## src/rtl/calc_sequencer.sv

```systemverilog
// Command-level controller for one calculator: it loads A, waits, calcs with B, waits, then responds.
// When CALC_SEQ_TIMEOUT_EN is defined, a wait that lasts TIMEOUT cycles aborts with rsp_err=1.
module calc_sequencer #(
  parameter int unsigned W       = 8,
  parameter int unsigned SETTLE  = 1,
  parameter int unsigned TIMEOUT = 255
) (
  input  logic         clk,
  input  logic         reset,
  input  logic         req_valid,
  output logic         req_ready,
  input  logic [W-1:0] req_a,
  input  logic [W-1:0] req_b,
  output logic         rsp_valid,
  input  logic         rsp_ready,
  output logic [W-1:0] rsp_data,
  output logic         rsp_err,
  output logic         busy,
  output logic         calc_load,
  output logic         calc_calc,
  output logic [W-1:0] calc_in,
  input  logic         calc_ready,
  input  logic [W-1:0] calc_out
);
  typedef enum logic [2:0] {StIdle, StLoad, StWaitL, StCalc, StWaitC, StResp} state_e;

  localparam logic [3:0] SettleCyc = 4'(SETTLE);

  state_e       state_q, state_d;
  logic [W-1:0] a_q, a_d, b_q, b_d, data_q, data_d;
  logic [3:0]   settle_q, settle_d;
  logic         req_ready_q, req_ready_d;
  logic         in_wait, qual_ready, expired;

  assign in_wait    = (state_q == StWaitL) || (state_q == StWaitC);
  assign qual_ready = in_wait && (settle_q >= SettleCyc) && calc_ready;

  // Settle counter saturates at SETTLE and is zero outside wait states, so each wait starts fresh.
  always_comb begin
    settle_d = 4'd0;
    if (in_wait) settle_d = (settle_q < SettleCyc) ? settle_q + 4'd1 : settle_q;
  end

`ifdef CALC_SEQ_TIMEOUT_EN
  localparam logic [15:0] TimeoutLast = 16'(TIMEOUT - 1);

  logic [15:0] tmo_q, tmo_d;
  logic        err_q, err_d;

  assign expired = in_wait && !qual_ready && (tmo_q == TimeoutLast);

  always_comb begin
    tmo_d = 16'd0;
    if (in_wait && !qual_ready) tmo_d = tmo_q + 16'd1;
    err_d = err_q;
    if (expired) err_d = 1'b1;
    else if (state_q == StWaitC && qual_ready) err_d = 1'b0;
  end

  always_ff @(posedge clk or negedge reset) begin
    if (!reset) begin
      tmo_q <= 16'd0;
      err_q <= 1'b0;
    end else begin
      tmo_q <= tmo_d;
      err_q <= err_d;
    end
  end

  assign rsp_err = err_q;
`else
  assign expired = 1'b0;
  assign rsp_err = 1'b0;
`endif

  always_comb begin
    state_d = state_q;
    a_d     = a_q;
    b_d     = b_q;
    data_d  = data_q;
    unique case (state_q)
      StIdle: begin
        if (req_valid && req_ready_q) begin
          a_d     = req_a;
          b_d     = req_b;
          state_d = StLoad;
        end
      end
      StLoad:  state_d = StWaitL;
      StWaitL: begin
        if (expired) begin
          data_d  = '0;
          state_d = StResp;
        end else if (qual_ready) begin
          state_d = StCalc;
        end
      end
      StCalc:  state_d = StWaitC;
      StWaitC: begin
        if (expired) begin
          data_d  = '0;
          state_d = StResp;
        end else if (qual_ready) begin
          data_d  = calc_out;
          state_d = StResp;
        end
      end
      StResp:  if (rsp_ready) state_d = StIdle;
      default: state_d = StIdle;
    endcase
    req_ready_d = (state_d == StIdle);
  end

  always_ff @(posedge clk or negedge reset) begin
    if (!reset) begin
      state_q     <= StIdle;
      a_q         <= '0;
      b_q         <= '0;
      data_q      <= '0;
      settle_q    <= 4'd0;
      req_ready_q <= 1'b1;
    end else begin
      state_q     <= state_d;
      a_q         <= a_d;
      b_q         <= b_d;
      data_q      <= data_d;
      settle_q    <= settle_d;
      req_ready_q <= req_ready_d;
    end
  end

  // Pulses decode straight from the async-reset state, so they drop the moment reset asserts.
  assign busy      = (state_q != StIdle);
  assign rsp_valid = (state_q == StResp);
  assign calc_load = (state_q == StLoad);
  assign calc_calc = (state_q == StCalc);
  assign calc_in   = (state_q == StCalc) ? b_q : a_q;
  assign req_ready = req_ready_q;
  assign rsp_data  = data_q;

endmodule

```

## config.mk

```make
export PLATFORM = sky130hd
export DESIGN_NAME = calc_sequencer
export DESIGN_NICKNAME = d
export VERILOG_FILES = /design/src/rtl/calc_sequencer.sv
export SDC_FILE = /design/constraint.sdc
export NUM_CORES = 1
export LEC_CHECK = 0
export ABC_AREA = 0
export ABC_CLOCK_PERIOD_IN_PS = 1800
export CAP_MARGIN = 15
export CORE_UTILIZATION = 30
export CTS_CLUSTER_SIZE = 24
export DETAILED_ROUTE_END_ITERATION = 10
export GPL_TIMING_DRIVEN = 0
export PLACE_DENSITY_LB_ADDON = 0.25
export SKIP_LAST_GASP = 1
export SYNTH_ARGS = -nofsm -noshare
export SYNTH_HDL_FRONTEND = slang
export SYNTH_SLANG_ARGS = --single-unit
export TNS_END_PERCENT = 20
```

## constraint.sdc

```tcl
create_clock -name clk -period 1.8 [get_ports clk]
set_clock_uncertainty 0.05 [all_clocks]
set_input_delay 0.27 -clock clk [delete_from_list [all_inputs] [get_ports clk]]
set_output_delay 0.27 -clock clk [all_outputs]
set_load 0.02 [all_outputs]
```

Word-level counts from Yosys, hierarchy flattened
Index checks and enable logic that the tools add are counted.

Register bits: 32. Word-level logic and storage cells: 32.

$add $sub $neg: 1. $lt $le $gt $ge: 2. Equal/unequal tests: 6. Muxes and demuxes: 8. Reduce and logical (&&, ||, !) cells: 9.

Operators with widths (number): $pmux 3 s6 (1); $mux 3 (4); $mux 4 (2); $mux 8 (1); $eq 3x2->1 const B (2); $eq 3x3->1 const B (2); $logic_not 3->1 (2); $add 4x1->4 const B (1); $ge 4x1->1 const B (1); $lt 4x1->1 const B (1); $reduce_and 2->1 (2); $eq 3x1->1 const B (1); $logic_and 1x1->1 (3); $reduce_bool 3->1 (1); $ne 2x1->1 const B (1); $logic_or 1x1->1 (1).

Depth between registers and ports, before layout
Gate-level depths: netlist of the first run.

Depth in word-level cells: 7. Mapped depth: 6.

Worst setup path before layout of the first run
Ideal clock, no wire load.

Kind: reg2reg. Start: register settle_q[0]. End: register data_q[0], in the netlist rsp_data[0]. Setup time: 0.125 ns. Arrival: 1.586 ns. Setup slack: 0.039 ns. Stages on the path, launching flop included: 6. Path buffers: 0. Period minus slack after synthesis: 1.761 ns. Cell sequence: dfrtp_1 > inv_1 > ha_1 > or4b_4 > nand4b_4 > mux2_2.

Word-level cells in the longest chain between the ends: 4.

Ends and longest elaborated chain: from (decl) (line 31) `logic [3:0] settle_q, settle_d;`; from (signal assigned) (line 127) `settle_q <= settle_d;`; $ge 4x1->1 (line 36) `assign qual_ready = in_wait && (settle_q >= SettleCyc) && calc_ready;`; $logic_and 1x1->1 (2 in series) (line 36); $reduce_and 2->1 (no line); to (signal assigned) (line 126) `data_q <= data_d;`; to (decl) (line 30) `logic [W-1:0] a_q, a_d, b_q, b_d, data_q, data_d;`.

Every way passes these cells. A chain may end at the register's enable or synchronous reset.

Final worst setup path of the first run
Start: register state_q[1]. End: output calc_in[1].

Word-level cells in the longest chain between the ends: 2.

Ends and longest elaborated chain: from (decl) (line 29) `state_e state_q, state_d;`; from (signal assigned) (line 116) `state_q <= StIdle;`; from (signal assigned) (line 123) `state_q <= state_d;`; $eq 3x2->1 (line 137) `assign calc_in = (state_q == StCalc) ? b_q : a_q;`; $mux 8 (line 137); to (decl) (line 21) `output logic [W-1:0] calc_in,`.

Every way passes these cells.

==> results of run 1 <==
==> repair_timing <==
action,CTS,global route
gates resized for setup,28,3
hold endpoints to repair,0,0
endpoints found under the setup margin,20,22
buffers inserted,0,3
==> where the power goes <==
part / internal (mW) / leakage [nW] / switching (mW)
clock network: 0.488 / 0.0645 / 0.261
logic: 0.984 / 0.585 / 0.865
registers: 1.06 / 0.391 / 0.175
==> Yosys cell counts (all sizes together) <==
cell	count
a21o	1
a31oi	1
and2	2
and2b	1
buf	5
conb	1
dfrtp	31
dfstp	1
ha	3
inv	5
mux2	32
mux2i	1
nand2	4
nand2b	2
nand3	1
nand3b	2
nand4	1
nand4b	1
nor2	6
nor3	1
nor3b	2
nor4bb	1
o21ai	2
or4b	1
xnor2	2
==> routing by layer <==
metal	vias to the layer above	global-route usage, %
li1	497	-
met1	517	14.82
met2	29	20.16
met3	2	3.867
met4	0	4.575
met5	-	0
==> sequential cells by signal, summed over array words and instances, names as in the netlist <==
register / count
a_q: 8
b_q: 8
req_ready: 1
rsp_data: 8
settle_q: 4
state_q: 3
==> cell type report <==
class	instances	area [um2]
flip-flops and latches	32	803.3
plain buffers	5	52.55
clock inverters	1	30.03
fillers	443	2519
multi-input cells	68	645.6
well taps	67	83.83
clock buffers	7	96.34
repair buffers	53	536.8
inverters	5	18.77
==> stage by stage <==
stage | hold WS (ps) | std cells
after CTS | 440.0 | 235
after global routing | 457.0 | 238
after global placement | 412.4 | 226
final | 416.2 | 238
after floorplan | -75.59 | 110
after detailed placement | 424.6 | 227
==> kinds of logic after synthesis <==
kind of cell    share of synthesized area (%)
buf+inv                                 4.300
other cells                            0.2479
xor+xnor                                1.158
simple gates                            12.74
compound gates                          1.572
fa+ha+maj                               2.482
flops                                   53.02
mux                                     24.48
==> worst paths after layout <==
kind | slack [ps] | startpoint | cells past startpoint | endpoint
worst max-delay path | -170 | state_q[1] | 5 | calc_in[1]
worst min-delay path | 420 | reset | 1 | b_q[0]
worst max register to register | -90 | settle_q[0] | 5 | rsp_data[7]
worst min register to register | 440 | a_q[4] | 1 | a_q[4]
max in group asynchronous | 710 | reset | 1 | state_q[2]
min in group clk | 440 | a_q[4] | 1 | a_q[4]
==> summary.txt, run 1 <==
Critical path
  – Most frequent cell on the critical path: buf_6
  – CP peak stage delay: 380 ps
  – Delay-heaviest family, CP: buffers and inverters
  – Crit path arrival time: 1650 ps
  – Crit-path cells: buf_6 > nand3b_1 > buf_6 > mux2_2 > clkdlybuf4s15_2
  – Critical path endpoint category: output port
  – Buf/Inv on CP: 3
  – Startpoint types: flip-flop
  – Worst EP required: 1480 ps
  – Critical path class: flip-flop to output port
  – Crit-path max FO: 10
  – Crit-path slowest cell: dfrtp_1

STA
  – Final hold vios: 0
  – Final Max Tran Viols: 0
  – Final Cycle Share: 109.4%
  – Count of final setup violators: 17
  – Max Fclk: 507.6 MHz
  – Rel. slew slack: 44.61%
  – RSZ-0062 raised after global routing: true
  – Sum of negative setup slack: -1765 ps
  – Worst-margin pin slew: 828.3 ps
  – Worst setup margin: -170.0 ps
  – Fin crit period: 1970 ps

Clock tree
  – Skew-Pair Late Insertion Delay: 280 ps
  – CTS sink count: 32
  – CTS Hold Bufs: 0
  – Root buffer cell: clkbuf_8
  – Clock Path Buffers: 2
  – Clock transition at path regs: 70 ps
  – H-tree levels: 2
  – Cts bufs inserted: 5
  – TritonCTS clock tree: built

Global route
  – First-pass GRT wire length: 4.857 mm
  – Largest net degree at the start of global routing: 18
  – Initial antenna violation count: 0
  – Vias in the first global route: 1077
  – Gr ovfl total: 0
  – Gr usage total: 12.20%

Power and ir drop
  – Leakage power: 1.041 nW
  – Overall power: 3.838 mW
  – Power Density: 1693 mW/mm2
  – VDD IR-drop max: 0.8457 mV

Place
  – DP Area: 0.002115 mm2
  – Port buffer count: 49
  – RePlAce Congestion: 0.7481
  – Post-DP HPWL: 2.275 mm
  – Pre-CTS setup slack: -347.0 ps

Yosys
  – Distinct cells, synth: 30
  – Post-Syn Area: 0.001513 mm2
  – Syn_nets: 142
  – Synthesized area per cell: 13.75 um2
  – Yosys reg bits: 32
  – Post-Syn Instances: 110
  – Synth Warn #: 0
  – Sequential area share after synthesis: 53.02%
  – Top post-synthesis cells by area: dfrtp_1 (51%), mux2_2 (16%), mux2_1 (7.4%), ha_1 (2.5%), buf_6 (2.2%)
  – Share of the synthesized area in the top cell type: 51.28%
  – Biggest area consumer among synthesized cells: dfrtp_1

Routing
  – Iter 0 DRT Violations: 17
  – Wirelength per Cell: 12.77 um
  – Drt pass-1 iters: 4
  – Drt total wl: 3.040 mm
  – Met3 WL: 188 um
  – DR WL met2: 1.555 mm
  – Via Count: 1045
  – Met1 Wirelength: 1.282 mm
  – Drt via density: 4.391
  – Top sig layer: met4
  – Post-route DRC: 0
  – Antenna Nets Post-Route: 0

Final layout
  – Core Util, Final: 47.37%
  – Synth-to-Final Area Change: 49.88%
  – Commonest non-fill, non-tap cells in the layout: clkdlybuf4s50_1 (37), dfrtp_1 (30), mux2_2 (22), mux2_1 (10), clkbuf_8 (7)
  – Commonest non-fill, non-tap cell in the layout: clkdlybuf4s50_1
  – Fraction of layout cells with a size suffix above 1: 32.16%
  – Diode count: 0
  – Final instance area: 0.002267 mm2
  – Layout Nets: 202

Die
  – Die area: 0.005330 mm2
  – Rows: 25
  – Die width: 73.01 um
  – I/O pins: 51
  – Initial Util: 31.61%
  – Die Y: 73.01 um
  – Core area: 0.004786 mm2

Flow run
  – Max_cap viols: 0

Outcome
  – Failing checks: negative setup slack
  – Status: complete, but fails checks

Worst hold path
  – Min-Delay Path Class: input pin to asynchronous set/reset pin
(Power assumes the default switching activity.)
==> inputs of run 2 (changes only) <==
--- a/config.mk
+++ b/config.mk
@@ -5,15 +5,15 @@
 export SDC_FILE = /design/constraint.sdc
 export NUM_CORES = 1
 export LEC_CHECK = 0
-export ABC_AREA = 0
+export ABC_AREA = 1
 export ABC_CLOCK_PERIOD_IN_PS = 1800
 export CAP_MARGIN = 15
+export CORE_MARGIN = 5
 export CORE_UTILIZATION = 30
 export CTS_CLUSTER_SIZE = 24
 export DETAILED_ROUTE_END_ITERATION = 10
 export GPL_TIMING_DRIVEN = 0
 export PLACE_DENSITY_LB_ADDON = 0.25
-export SKIP_LAST_GASP = 1
 export SYNTH_ARGS = -nofsm -noshare
 export SYNTH_HDL_FRONTEND = slang
 export SYNTH_SLANG_ARGS = --single-unit
==> run 2 against run 1 <==
The run ends with negative hold slack left. Sequential share of layout area about the same. Synthesized area up 2.0%. Core utilization down 2.4 points. Clock power about the same. Critical endpoint is now req_ready. Largest cell class unchanged.
==> summary.txt, run 2 <==
Critical path
  – Buf/Inv on CP: 1
  – CP peak stage delay: 600 ps
  – Crit-path slowest cell: clkdlybuf4s50_1
  – Flop2flop setup slack: 390 ps
  – Crit-path max FO: 2
  – Critical Path End: req_ready
  – Crit path arrival time: 1410 ps
  – Critical path class: flip-flop to output port
  – Launch point of the worst reg-to-reg path: settle_q[0]
  – Worst reg2reg endpoint: rsp_data[2]
  – Crit-path cells: clkdlybuf4s50_1
  – CP startpoint: req_ready
  – Worst EP required: 1480 ps
  – Critical path endpoint category: output port
  – Reg2reg path depth: 7
  – Levels on crit path: 1
  – Delay-heaviest family, CP: buffers and inverters
  – Startpoint types: flip-flop

STA
  – WHS: -10.39 ps
  – Sum of negative setup slack: 0 ps
  – Worst setup margin: 72.02 ps
  – Final hold vios: 27
  – Final Cycle Share: 96.00%
  – Rel. slew slack: 51.97%
  – Max Fclk: 578.7 MHz
  – Worst-margin pin slew: 720.4 ps
  – Fin crit period: 1728 ps
  – Count of final setup violators: 0
  – Final Max Tran Viols: 0

Routing
  – Drt total wl: 3.329 mm
  – Drt via density: 4.038
  – Via Count: 1292
  – Antenna Nets Post-Route: 0
  – Wirelength per Cell: 10.40 um
  – Drt pass-1 iters: 5
  – Post-route DRC: 0
  – Iter 0 DRT Violations: 31

Flow run
  – Max_cap viols: 0

Clock tree
  – CTS sink count: 32
  – Clock Path Buffers: 2
  – Skew-Pair Late Insertion Delay: 280 ps
  – Clock transition at path regs: 70 ps
  – TritonCTS clock tree: built
  – Cts bufs inserted: 5
  – H-tree levels: 2
  – Root buffer cell: clkbuf_8

Power and ir drop
  – VDD IR-drop max: 0.7246 mV
  – Leakage power: 1.200 nW
  – Overall power: 3.794 mW
  – Power Density: 1672 mW/mm2

Yosys
  – Post-synth EDFFs: 0
  – Syn_nets: 220
  – Synth Warn #: 0
  – Post-Syn Area: 0.001543 mm2
  – Post-Syn Instances: 188
  – Post-synthesis async set-or-reset flop share: 100.0%
  – Most common cell in the synthesized netlist: nand2_1
  – Synthesized area per cell: 8.206 um2
  – Top cell types by occurrence after synthesis: nand2_1 (93), dfrtp_1 (31), inv_1 (18)
  – Yosys reg bits: 32
  – Most used DFF post-synth: dfrtp_1
  – Distinct cells, synth: 21
  – Share of the synthesized area in the top cell type: 50.28%
  – Top post-synthesis cells by area: dfrtp_1 (50%), nand2_1 (23%), o21ai_2 (4.5%), inv_1 (4.4%), ha_1 (2.4%)
  – Sequential area share after synthesis: 51.99%
  – Biggest area consumer among synthesized cells: dfrtp_1

Place
  – RePlAce Congestion: 0.6739
  – DP Area: 0.002116 mm2
  – Pre-CTS setup slack: -291.2 ps
  – Port buffer count: 49
  – Post-DP HPWL: 2.481 mm
  – Placed Cells: 307

Final layout
  – Commonest non-fill, non-tap cell in the layout: nand2_1
  – Synth-to-Final Area Change: 47.04%
  – Layout fillers: 524
  – Finished Layout Cells: 320
  – Diode count: 0
  – Fraction of layout cells with a size suffix above 1: 19.60%
  – Layout Nets: 281
  – Multi-input gate area: 618.1 um2
  – Core Util, Final: 44.99%
  – Final instance area: 0.002268 mm2
  – Seq. cell area: 804.5 um2
  – Commonest non-fill, non-tap cells in the layout: nand2_1 (93), clkdlybuf4s50_1 (36), dfrtp_1 (29), inv_1 (18)

Global route
  – First-pass GRT wire length: 5.485 mm
  – Initial antenna violation count: 0
  – Largest net degree at the start of global routing: 33
  – Gr ovfl total: 0
  – Gr usage total: 10.69%
  – Vias in the first global route: 1244

Die
  – Rows: 26
  – Die width: 81.71 um
  – Core area: 0.005042 mm2
  – I/O pins: 51
  – Die area: 0.006677 mm2
  – Die Y: 81.71 um
  – Initial Util: 30.60%

Outcome
  – Status: complete, but fails checks
  – Failing checks: negative hold slack

Worst hold path
  – Min-Delay Path Class: input pin to asynchronous set/reset pin
run 2: final cells by class:
type                    count  area share [%]
plain buffers               4           1.820
well taps                  70           3.861
clock buffers               7           4.247
inverters                  23           4.137
flip-flops and latches     32           35.47
clock inverters             1           1.324
repair buffers             54           21.90
multi-input cells         129           27.25
run 2: worst min path at each step:
stage / startpoint / to / slack (ps)
4_1_cts: reset / b_q[5] / 10
5_1_grt: reset / b_q[5] / 40
6_report: reset / b_q[5] / -10
2_1_floorplan: reset / a_q[0] / -80
3_3_place_gp: a_q[5] / a_q[5] / 400
3_5_place_dp: reset / b_q[5] / 320
run 2: per-layer routing:
layer	up-vias	track usage [%]	part of all wire, %
met5	-	0	0
met4	0	4.485	1.9
met3	6	2.632	5.0
met2	28	17.67	48
met1	576	13.29	45
li1	682	-	-
run 2: cell families after synthesis:
logic type,after synthesis,share of synthesized area [%]
buf+inv,27,8.434
flops,32,51.99
fa+ha+maj,3,2.433
compound gates,12,5.839
other cells,1,0.2431
simple gates,113,31.06
run 2: timing repair:
action                                 in CTS  in global routing
setup endpoints to repair                  12                  6
buffers inserted                            3                  2
endpoints found under the hold margin       0                  0
hold buffers                                0                  0
pin swaps                                   0                  0
resized for setup                          39                  1
run 2: report_power, final:
group / internal (mW) / leakage, nW / total [mW] / switching (mW)
Clock: 0.488 / 0.0645 / 0.752 / 0.263
Combinational: 0.764 / 0.731 / 1.78 / 1.02
Sequential: 1.05 / 0.405 / 1.26 / 0.207
Total: 2.31 / 1.20 / 3.79 / 1.49
==> inputs of run 3 (changes only) <==
--- a/config.mk
+++ b/config.mk
@@ -10,7 +10,6 @@
 export CAP_MARGIN = 15
 export CORE_MARGIN = 5
 export CORE_UTILIZATION = 30
-export CTS_CLUSTER_SIZE = 24
 export DETAILED_ROUTE_END_ITERATION = 10
 export GPL_TIMING_DRIVEN = 0
 export PLACE_DENSITY_LB_ADDON = 0.25
==> results of run 3 <==
Same layout as run 2: the final DEF is identical, and so are final timing and power.
